==> config.mk <==
export PLATFORM = sky130hd
export DESIGN_NAME = period_meter_mc
export DESIGN_NICKNAME = d
export VERILOG_FILES = /design/src/rtl/period_meter_pkg.sv /design/src/rtl/period_meter_chan.sv /design/src/rtl/period_meter_mc.sv
export SDC_FILE = /design/constraint.sdc
export NUM_CORES = 1
export LEC_CHECK = 0
export ABC_AREA = 0
export CORE_MARGIN = 1
export CORE_UTILIZATION = 33
export DETAILED_ROUTE_END_ITERATION = 8
export PLACE_DENSITY_LB_ADDON = 0.1
export SLEW_MARGIN = 40
export SYNTH_ARGS = -nofsm -noshare
export SYNTH_HDL_FRONTEND = slang
export SYNTH_SLANG_ARGS = --single-unit
==> constraint.sdc <==
create_clock -name clk -period 2.5 [get_ports clk]
set_input_delay 0.5 -clock clk [delete_from_list [all_inputs] [get_ports clk]]
set_output_delay 0.5 -clock clk [all_outputs]
set_load 0.03 [all_outputs]
==> src/rtl/period_meter_pkg.sv <==
// Shared types and constants for the multi-channel period meter.
// Channel state encoding and the edge_mode encoding live here.
package period_meter_pkg;

  typedef enum logic [1:0] {
    IDLE  = 2'd0,
    ARMED = 2'd1,
    RUN   = 2'd2
  } chan_state_e;

  localparam logic [1:0] EDGE_RISE     = 2'b00;
  localparam logic [1:0] EDGE_FALL     = 2'b01;
  localparam logic [1:0] EDGE_BOTH     = 2'b10;
  localparam logic [1:0] EDGE_RISE_ALT = 2'b11;

  // Select which detected transitions count as a measurement edge.
  function automatic logic qual_edge(input logic [1:0] mode, input logic rise,
                                     input logic fall);
    logic q;
    case (mode)
      EDGE_FALL:                q = fall;
      EDGE_BOTH:                q = rise | fall;
      EDGE_RISE, EDGE_RISE_ALT: q = rise;
      default:                  q = rise;
    endcase
    return q;
  endfunction

endpackage

==> src/rtl/period_meter_chan.sv <==
// One period-measurement channel: synchroniser, edge detect, counter, FSM.
// PERIOD_METER_AVG_EN adds block averaging over 2^avg_sel periods.
module period_meter_chan
  import period_meter_pkg::*;
#(
  parameter int unsigned CW     = 32,
  parameter int unsigned SYNC_N = 2
) (
  input  logic          clk,
  input  logic          reset,
  input  logic          sig,
  input  logic          chan_en,
  input  logic [1:0]    edge_mode,
  input  logic          mode_chg,
  input  logic [CW-1:0] timeout,
  input  logic [1:0]    avg_sel,
  output logic [CW-1:0] period,
  output logic          valid,
  output logic          upd,
  output logic          stale
);

  logic [SYNC_N-1:0] sync_q;
  logic              sig_d_q;
  logic              en_q;
  chan_state_e       state_q, state_d;
  logic [CW-1:0]     cnt_q, cnt_d;
  logic [CW-1:0]     period_d;
  logic              valid_d, upd_d, stale_d;
  logic              rise_c, fall_c, qual_c, tmo_c, en_rise_c, cnt_max_c;

`ifdef PERIOD_METER_AVG_EN
  localparam int unsigned AW    = CW + 3;
  localparam int unsigned BLK_W = 3;
  logic [AW-1:0]    acc_q, acc_d, sum_c;
  logic [BLK_W-1:0] blk_q, blk_d, blk_last_c;
`else
  logic unused_avg_c;
  assign unused_avg_c = ^avg_sel;
`endif

  // Synchroniser chain plus one extra stage for edge detection.
  always_ff @(posedge clk or negedge reset) begin
    if (!reset) begin
      sync_q  <= '0;
      sig_d_q <= 1'b0;
      en_q    <= 1'b0;
    end else begin
      sync_q  <= {sync_q[SYNC_N-2:0], sig};
      sig_d_q <= sync_q[SYNC_N-1];
      en_q    <= chan_en;
    end
  end

  assign rise_c    = sync_q[SYNC_N-1] & ~sig_d_q;
  assign fall_c    = ~sync_q[SYNC_N-1] & sig_d_q;
  assign qual_c    = qual_edge(edge_mode, rise_c, fall_c);
  assign en_rise_c = chan_en & ~en_q;
  assign cnt_max_c = &cnt_q;
  // Timeout only matters once the channel has seen an edge.
  assign tmo_c     = (timeout != '0) && (cnt_q == timeout) && (state_q != IDLE);

  always_ff @(posedge clk or negedge reset) begin
    if (!reset) state_q <= IDLE;
    else        state_q <= state_d;
  end

  always_comb begin
    state_d  = state_q;
    cnt_d    = cnt_q;
    period_d = period;
    valid_d  = valid;
    upd_d    = 1'b0;
    stale_d  = stale;
`ifdef PERIOD_METER_AVG_EN
    acc_d      = acc_q;
    blk_d      = blk_q;
    sum_c      = acc_q + AW'(cnt_q);
    blk_last_c = BLK_W'((4'd1 << avg_sel) - 4'd1);
`endif

    if (en_rise_c) begin
      valid_d = 1'b0;
      stale_d = 1'b0;
    end

    if (!chan_en) begin
      state_d = IDLE;
      cnt_d   = '0;
`ifdef PERIOD_METER_AVG_EN
      acc_d = '0;
      blk_d = '0;
`endif
    end else begin
      if (qual_c)         cnt_d = CW'(1);
      else if (!cnt_max_c) cnt_d = cnt_q + CW'(1);

      if (mode_chg) begin
        state_d = IDLE;
`ifdef PERIOD_METER_AVG_EN
        acc_d = '0;
        blk_d = '0;
`endif
      end else if (qual_c) begin
        unique case (state_q)
          IDLE: state_d = ARMED;
          ARMED, RUN: begin
            state_d = RUN;
            stale_d = 1'b0;
`ifdef PERIOD_METER_AVG_EN
            if (blk_q == blk_last_c) begin
              period_d = CW'(sum_c >> avg_sel);
              valid_d  = 1'b1;
              upd_d    = 1'b1;
              acc_d    = '0;
              blk_d    = '0;
            end else begin
              acc_d = sum_c;
              blk_d = blk_q + BLK_W'(1);
            end
`else
            period_d = cnt_q;
            valid_d  = 1'b1;
            upd_d    = 1'b1;
`endif
          end
          default: state_d = IDLE;
        endcase
      end else if (tmo_c) begin
        period_d = '0;
        valid_d  = 1'b0;
        stale_d  = 1'b1;
        state_d  = IDLE;
`ifdef PERIOD_METER_AVG_EN
        acc_d = '0;
        blk_d = '0;
`endif
      end
    end
  end

  always_ff @(posedge clk or negedge reset) begin
    if (!reset) begin
      cnt_q  <= '0;
      period <= '0;
      valid  <= 1'b0;
      upd    <= 1'b0;
      stale  <= 1'b0;
    end else begin
      cnt_q  <= cnt_d;
      period <= period_d;
      valid  <= valid_d;
      upd    <= upd_d;
      stale  <= stale_d;
    end
  end

`ifdef PERIOD_METER_AVG_EN
  always_ff @(posedge clk or negedge reset) begin
    if (!reset) begin
      acc_q <= '0;
      blk_q <= '0;
    end else begin
      acc_q <= acc_d;
      blk_q <= blk_d;
    end
  end
`endif

endmodule

==> src/rtl/period_meter_mc.sv <==
// Multi-channel period meter top: NCH independent channels with shared
// edge_mode change detection. PERIOD_METER_AVG_EN enables period averaging.
module period_meter_mc
  import period_meter_pkg::*;
#(
  parameter int unsigned NCH    = 4,
  parameter int unsigned CW     = 32,
  parameter int unsigned SYNC_N = 2
) (
  input  logic              clk,
  input  logic              reset,
  input  logic [NCH-1:0]    sig,
  input  logic [NCH-1:0]    chan_en,
  input  logic [1:0]        edge_mode,
  input  logic [CW-1:0]     timeout,
  input  logic [1:0]        avg_sel,
  output logic [NCH*CW-1:0] period,
  output logic [NCH-1:0]    valid,
  output logic [NCH-1:0]    upd,
  output logic [NCH-1:0]    stale
);

  logic [1:0] mode_q;
  logic       mode_chg_c;

  // Any change of edge_mode restarts every channel from IDLE.
  always_ff @(posedge clk or negedge reset) begin
    if (!reset) mode_q <= EDGE_RISE;
    else        mode_q <= edge_mode;
  end

  assign mode_chg_c = (edge_mode != mode_q);

  for (genvar i = 0; i < NCH; i++) begin : g_chan
    period_meter_chan #(
      .CW     (CW),
      .SYNC_N (SYNC_N)
    ) u_chan (
      .clk       (clk),
      .reset     (reset),
      .sig       (sig[i]),
      .chan_en   (chan_en[i]),
      .edge_mode (edge_mode),
      .mode_chg  (mode_chg_c),
      .timeout   (timeout),
      .avg_sel   (avg_sel),
      .period    (period[i*CW +: CW]),
      .valid     (valid[i]),
      .upd       (upd[i]),
      .stale     (stale[i])
    );
  end

endmodule

# Word-level counts from Yosys, hierarchy flattened
# Index checks and enable logic that the tools add are counted.
[op_classes]
n_addsub = 4
n_eq_ne = 28
muxes = 112
n_bitwise = 29
reduce_logical = 35
[ops]
columns = ["cell", "count"]
rows = [
  ["2-to-1 mux 32 bit", 24],
  ["adder 32 x 1 -> 32 bit (second input constant)", 4],
  ["equality test 32 bit", 4],
  ["AND reduction 32 bit", 4],
  ["2-to-1 mux 1 bit", 64],
  ["2-to-1 mux 2 bit", 16],
  ["nonzero test 32 bit", 1],
  ["inequality test 4 x 1 -> 1 bit (second input constant)", 4],
  ["case mux 2 bit (2 select lines)", 4],
  ["AND reduction 4 bit", 4],
  ["nonzero test 2 bit", 8],
  ["NOT 1 bit", 13],
  ["bitwise AND 1 bit", 12],
  ["equality test 2 bit (second input constant)", 6],
  ["inequality test 3 x 2 -> 1 bit (second input constant)", 4],
  ["case mux 1 bit (3 select lines)", 4],
  ["equality test 2 x 1 -> 1 bit (second input constant)", 5],
  ["logical NOT 2 bit", 5],
  ["OR reduction 2 bit", 5],
  ["logical AND 1 bit", 8],
  ["inequality test 2 bit (second input constant)", 4],
  ["bitwise OR 1 bit", 4],
  ["inequality test 2 bit", 1],
]
[word_totals]
reg_bits = 294
inputBits = 46
out_inout_bits = 140

# Logic depth before layout (Yosys ltp)
# Gate-level depths: netlist of run 1.
[depth]
ltp_word = 7
mapped_depth = 11
depth_no_buf = 9

# Modules after synthesis
# A second synthesis of run 1 with hierarchy kept.
[unflattened]
hier_cells = 1771
area_unflattened_um2 = 16184.3
[modules_own_cells]
columns = ["module", "n_inst", "cells_each", "area_per_inst_um2", "seq_area_each_um2"]
rows = [
  ["period_meter_chan (g_chan[1].u_chan ...)", 2, 457, 4010.1, 1826.8],
  ["period_meter_chan (g_chan[0].u_chan)", 1, 448, 4132.7, 1826.8],
  ["period_meter_chan (g_chan[3].u_chan)", 1, 404, 3960.0, 1826.8],
  ["period_meter_mc", 1, 5, 71.3, 50.0],
]

# Least setup slack after synthesis of run 1
# OpenSTA, ideal clock, no wires.
[synth_timing]
path_kind = "input -> register"
start = "input edge_mode[1]"
end = "register g_chan[2].u_chan.period[11]"
setup_time_ns = 0.136
arrival_ns = 2.285
required_time_ns = 2.364
slack_ns = 0.079
stages = 9
path_buffers = 2
path_cell_list = "inv_1 > ha_1 > clkbuf_1 > a21oi_1 > a21o_1 > nor3_1 > nor4b_2 > clkbuf_1 > nor3_1"
[synth_via]
elab_chain_len = 5
word_cells_on_any_way = 12
[synth_lines]
columns = ["item", "line", "text"]
rows = [
  ["from (decl)", "period_meter_mc.sv:14", "input logic [1:0] edge_mode,"],
  ["equality test 2 bit / logical NOT 2 bit (equally long branches)", "period_meter_pkg.sv:20", "case (mode)"],
  ["OR reduction 2 bit", "period_meter_pkg.sv:20", ""],
  ["case mux 1 bit (3 select lines)", "period_meter_pkg.sv:20", ""],
  ["inequality test 2 bit (no line) / nonzero test 2 bit (equally long branches)", "-", ""],
  ["AND reduction 4 bit (no line)", "-", ""],
  ["to (signal assigned)", "period_meter_chan.sv:151", "period <= period_d;"],
  ["to (decl)", "period_meter_chan.sv:17", "output logic [CW-1:0] period,"],
]
# Parallel ways exist; a longest one is shown, timed or not.
# A chain may end at the register's enable or synchronous reset.

# Worst setup path in the final report of run 1
[layout_timing]
start = "input timeout[5]"
end = "register g_chan[3].u_chan.period[28]"
[layout_via]
elab_chain_len = 5
word_cells_on_any_way = 6
[layout_lines]
columns = ["item", "line", "text"]
rows = [
  ["from (decl)", "period_meter_mc.sv:15", "input logic [CW-1:0] timeout,"],
  ["equality test 32 bit / nonzero test 32 bit (equally long branches)", "period_meter_chan.sv:61", "assign tmo_c = (timeout != '0) && (cnt_q == timeout) && (state_q != IDLE);"],
  ["logical AND 1 bit (*) (2 in series)", "period_meter_chan.sv:61", ""],
  ["nonzero test 2 bit (no line) (*)", "-", ""],
  ["AND reduction 4 bit (no line) (*)", "-", ""],
  ["to (signal assigned)", "period_meter_chan.sv:151", ""],
  ["to (decl)", "period_meter_chan.sv:17", ""],
]
# Mark *: on every way between the ends. The rest lies on a longest branch, timed or not.

==> results.md, run 1 <==
- The run finished with clean final reports.
- The highest clock frequency the design can meet is 0.408 GHz.
- In the final layout, the share of cells above drive strength 1 is 15.5%.
- The headroom to the max-slew limit is 65.3%.
- The worst register-to-register path has a setup slack of 0.11 ns.
- Global routing consumed, on the met3 layer, 3.67% of the routing resources.
- The most common cell after layout, fill and taps aside is nor2_1.
- By area, the combinational part of the netlist is dominated by simple AND/OR/NAND/NOR gates.
- The post-detailed-route count of antenna-violating nets is 0.
- The total standard cell area after synthesis is 15500 um^2.
- The data required time at the worst endpoint is 2.92 ns.
- The clock passes through at most 3 buffers.
- The average routed wire per standard cell is 19.5 um.
- During synthesis, Yosys emitted a total of 0 warnings.
- 186 I/O pins were placed.
- The sequential fraction of the synthesis area is 47.6%.
- The area growth from synthesis to layout is 33.4%.
- The critical path contains buffers and inverters numbering 4 combined.
- After Yosys synthesis, and, or, nand and nor cells account for 27.2% of the synthesized area.
- Global routing finished with a remaining overflow of 0.
- The final number of hold-violating endpoints is 0.
- The final worst-path cycle share is 98.2%.
- Cells fill 45.1% of the core in the end.
- The share of the synthesized netlist area taken by xor and xnor gates is 12.5%.
- Setup slack on the critical path of the routed design comes to 0.0461 ns.
- The post-synthesis sequential element count is 294.
- The critical path class is in2reg.
- The first global-routing pass estimated 81.5 mm of wire.
- The post-route cell area is 20600 um^2.
- In the routed layout, each cell is associated on average with a via count of 5.07.
- Once the floorplan was initialized, standard cells occupied 33.8% of the core.
- The largest single stage delay on the critical path is 0.56 ns.
- A synthesized cell averages 8.99 um^2.
- The met1 usage in global routing is 31.4%.
- Synthesis produced 1721 cells.
- The pin slew with the least headroom to its limit is 0.518 ns.
- The worst setup path is launched from an input pin.
- The detailed router placed 13.5k vias in this run.
- IR analysis of the VDD net gives a maximum drop of 0.393 mV.
- The total CTS buffers is 36.
- CTS placed an instance of clkbuf_16 at the clock tree root.
- The floorplan die width is 219 um.
- The capturing element type of the critical path is a flip-flop.
- The number of pins exceeding their max-slew limit in the final report was 0.
- The number of cells on the worst reg-to-reg path is 8.
- The CTS tree is built.
- The floorplan step set the die height to 219 um.
- Of the total synthesized cell area, the portion taken by full adders, half adders and majority gates is 1.54%.
- The slowest stage cell on the critical path is clkdlybuf4s50_1.
- The H-tree generated during clock tree synthesis spans 2 levels.
- The startpoint of the worst register-to-register path is g_chan[3].u_chan.cnt_q[6].
- Setup repair after global routing could not meet its margin everywhere.
- In this run, the number of DRC markers left after iteration 0 of detailed routing was 961.
- Clock-pin slew was measured on the worst setup and hold paths at 0.06 ns.
- Dividing total power by cell area gives a power density of 587 nW/um^2.
- The HPWL after detailed placement is 39.1 mm.
- The mux share of post-synthesis cell area is 0.259%.
- For this design the static power due to leakage is 9.20 nW.
- The routability congestion estimate is 0.874.
- Walking the worst path, the cells encountered are clkdlybuf4s50_1, buf_4, xor2_1, nor2_1, nand3_1, or4_4, nor4_4, buf_4, buf_12, a211oi_1.
- The final layout contains routed wiring with a total length of 51.8 mm.
- The total setup violations reported at the end of the flow is 0.
- The filler cells instantiated in the layout total 4482.
- The post-placement setup slack is -0.662 ns.
- The tree built by TritonCTS fans out to 294 sinks.
- The endpoint of the worst-slack reg-to-reg timing path is g_chan[3].u_chan.period[28].
- The top cell types in the final layout, fill and taps aside, are nor2_1 (382), dfrtp_1 (293), buf_4 (205).
- The antenna diode instance count is 0.
- The time the worst path needs with I/O delays and setup is 2.45 ns.
- The summed negative setup slack over all endpoints is 0 ns.
- The class of the most critical hold timing path is reg2reg.
- Entering global routing, the biggest net connects 80 pins.
- The synthesized-area fraction occupied by ao, oa, aoi and oai cells is 5.64%.
- The first TritonRoute pass finished after 5 iterations.
- Counting flops with a built-in enable in the synthesized netlist gives 0.
- The launch point of the worst hold path is g_chan[3].u_chan.sync_q[0].
- After synthesis, the share of flip-flops with an asynchronous set or reset is 100%.
- The worst hold path was traced through 0 stages.
- The die covers 47700 um^2.
- The total stage count of the critical path is 10.
- The clock latency on the worst-skew pair is 0.55 ns.
- For this run, global-route usage on met2 was measured as 35.1%.
- In the synthesized netlist the dominant register cell turns out to be dfrtp_1.
- The area of the core is 45800 um^2.
- The global routing's busiest layer is met2.
- The number of antenna violations at the first check in global routing was 0.
- The synthesized netlist contains 59 unique library cells.
- After detailed routing, the number of remaining DRC violations is 0.
- The max capacitance violation total is 0.
- The critical path arrival is 2.87 ns.
- The critical-path maximum fanout is 21.
- The number of nets in the synthesized netlist is 1786.
- The total of buffers placed on input and output ports is 183.
- The endpoint with the worst hold slack is g_chan[3].u_chan.sync_q[1].
- Between clock sinks in the finished design, the worst skew comes to 0.0164 ns.
- The number of global-route vias before repair is 13.7k.
- Grouping stages by cell kind, the critical path spends the most delay in buffers and inverters.
- Row generation in the floorplan step produced 78 rows.
- The cell that appears most often on the critical path is buf_4.
- In this run the cell area measured after placement is 19400 um^2.
- The final layout net count is 2098.
- The total routing resource utilization after global routing is 22.3%.
## registers in the layout, summed over array words and instances (netlist names)
name,count
g_chan.u_chan.sync_q,8
g_chan.u_chan.upd,4
g_chan.u_chan.stale,4
mode_q,2
g_chan.u_chan.period,128
g_chan.u_chan.cnt_q,128
g_chan.u_chan.state_q,8
g_chan.u_chan.sig_d_q,4
g_chan.u_chan.valid,4
g_chan.u_chan.en_q,4
## timing repair
item / CTS / global route
buffers inserted: 0 / 3
setup endpoints to repair: 28 / 145
endpoints found under the hold margin: 23 / 0
gates resized for setup: 1 / 20
hold buffers: 1 / 0
pin swaps: 0 / 5
cloned: 0 / 0
## metrics by stage
step	power, W	std cells	hold slack [ns]
3_5_place_dp	0.00699	2591	0.335
5_1_grt	0.0126	2654	0.359
2_1_floorplan	0.00602	1721	0.204
3_3_place_gp	0.00698	2591	0.336
4_1_cts	0.0123	2651	0.350
6_report	0.0121	2654	0.347
## synthesized netlist by cell type, drive strengths merged, types with 44 or more instances
master | count | area (um^2)
dfrtp | 294 | 7360
nor3 | 144 | 731
nor2 | 383 | 1440
nand2 | 67 | 251
nor4 | 51 | 353
nand3 | 54 | 270
xnor2 | 69 | 604
clkbuf | 92 | 348
xor2 | 152 | 1330
nand4 | 56 | 357
buf | 45 | 303
inv | 44 | 165
## logic make-up (layout without fill, tap and decap cells)
kind of cell,count (synthesis),after routing
flip-flops,294,294
adder cells (fa/ha/maj),19,19
buffers and inverters,181,514
multiplexers,4,4
AND/OR/NAND/NOR,868,868
AO/OA/AOI/OAI,134,134
XOR/XNOR,221,221
## worst register-to-register path: cells and delay by family (launching register included)
family                    cells  cell delay (ns)
DFF                           1             0.44
and+or+nand+nor               4             1.20
xor gates and xnor gates      1             0.20
AOI/OAI and AO/OA             1             0.07
buffers and inverters         2             0.35
## where the power goes
part           total [W]  switching [W]  internal (W)
clock network    0.00523        0.00204       0.00320
registers        0.00510       0.000134       0.00497
logic            0.00179        0.00104      0.000745
## layout make-up
type	instances	area, um^2	share of cell area, %
clock buffers	55	1090	5.30
clock inverters	4	76.3	0.370
inverters	44	165	0.800
multi-input cells	1246	7390	35.8
flip-flops and latches	294	7360	35.6
well taps	600	751	3.64
repair buffers	411	3810	18.5
## worst max path at each step
stage / startpoint / to / slack [ns]
after floorplan: edge_mode[1] / g_chan[2].u_chan.period[11] / 0.08
after global placement: timeout[26] / g_chan[0].u_chan.stale / -0.62
after detailed placement: timeout[26] / g_chan[0].u_chan.period[15] / -0.66
after CTS: timeout[0] / g_chan[3].u_chan.period[12] / 0.008
after global routing: edge_mode[1] / g_chan[2].u_chan.cnt_q[23] / -0.01
final: timeout[5] / g_chan[3].u_chan.period[28] / 0.05
## layer usage
metal,share of wire (%),wire length [um]
met5,0,0
met2,46,23600
met4,2.7,1420
met3,5.1,2650
met1,47,24200
Note: power is estimated with default switching activity, not from simulation.
==> run 2: changes to the inputs <==
Settings changed: CORE_MARGIN 1 to unset.
==> results of run 2 <==
Final layout, timing and power as in run 1 (identical DEF).
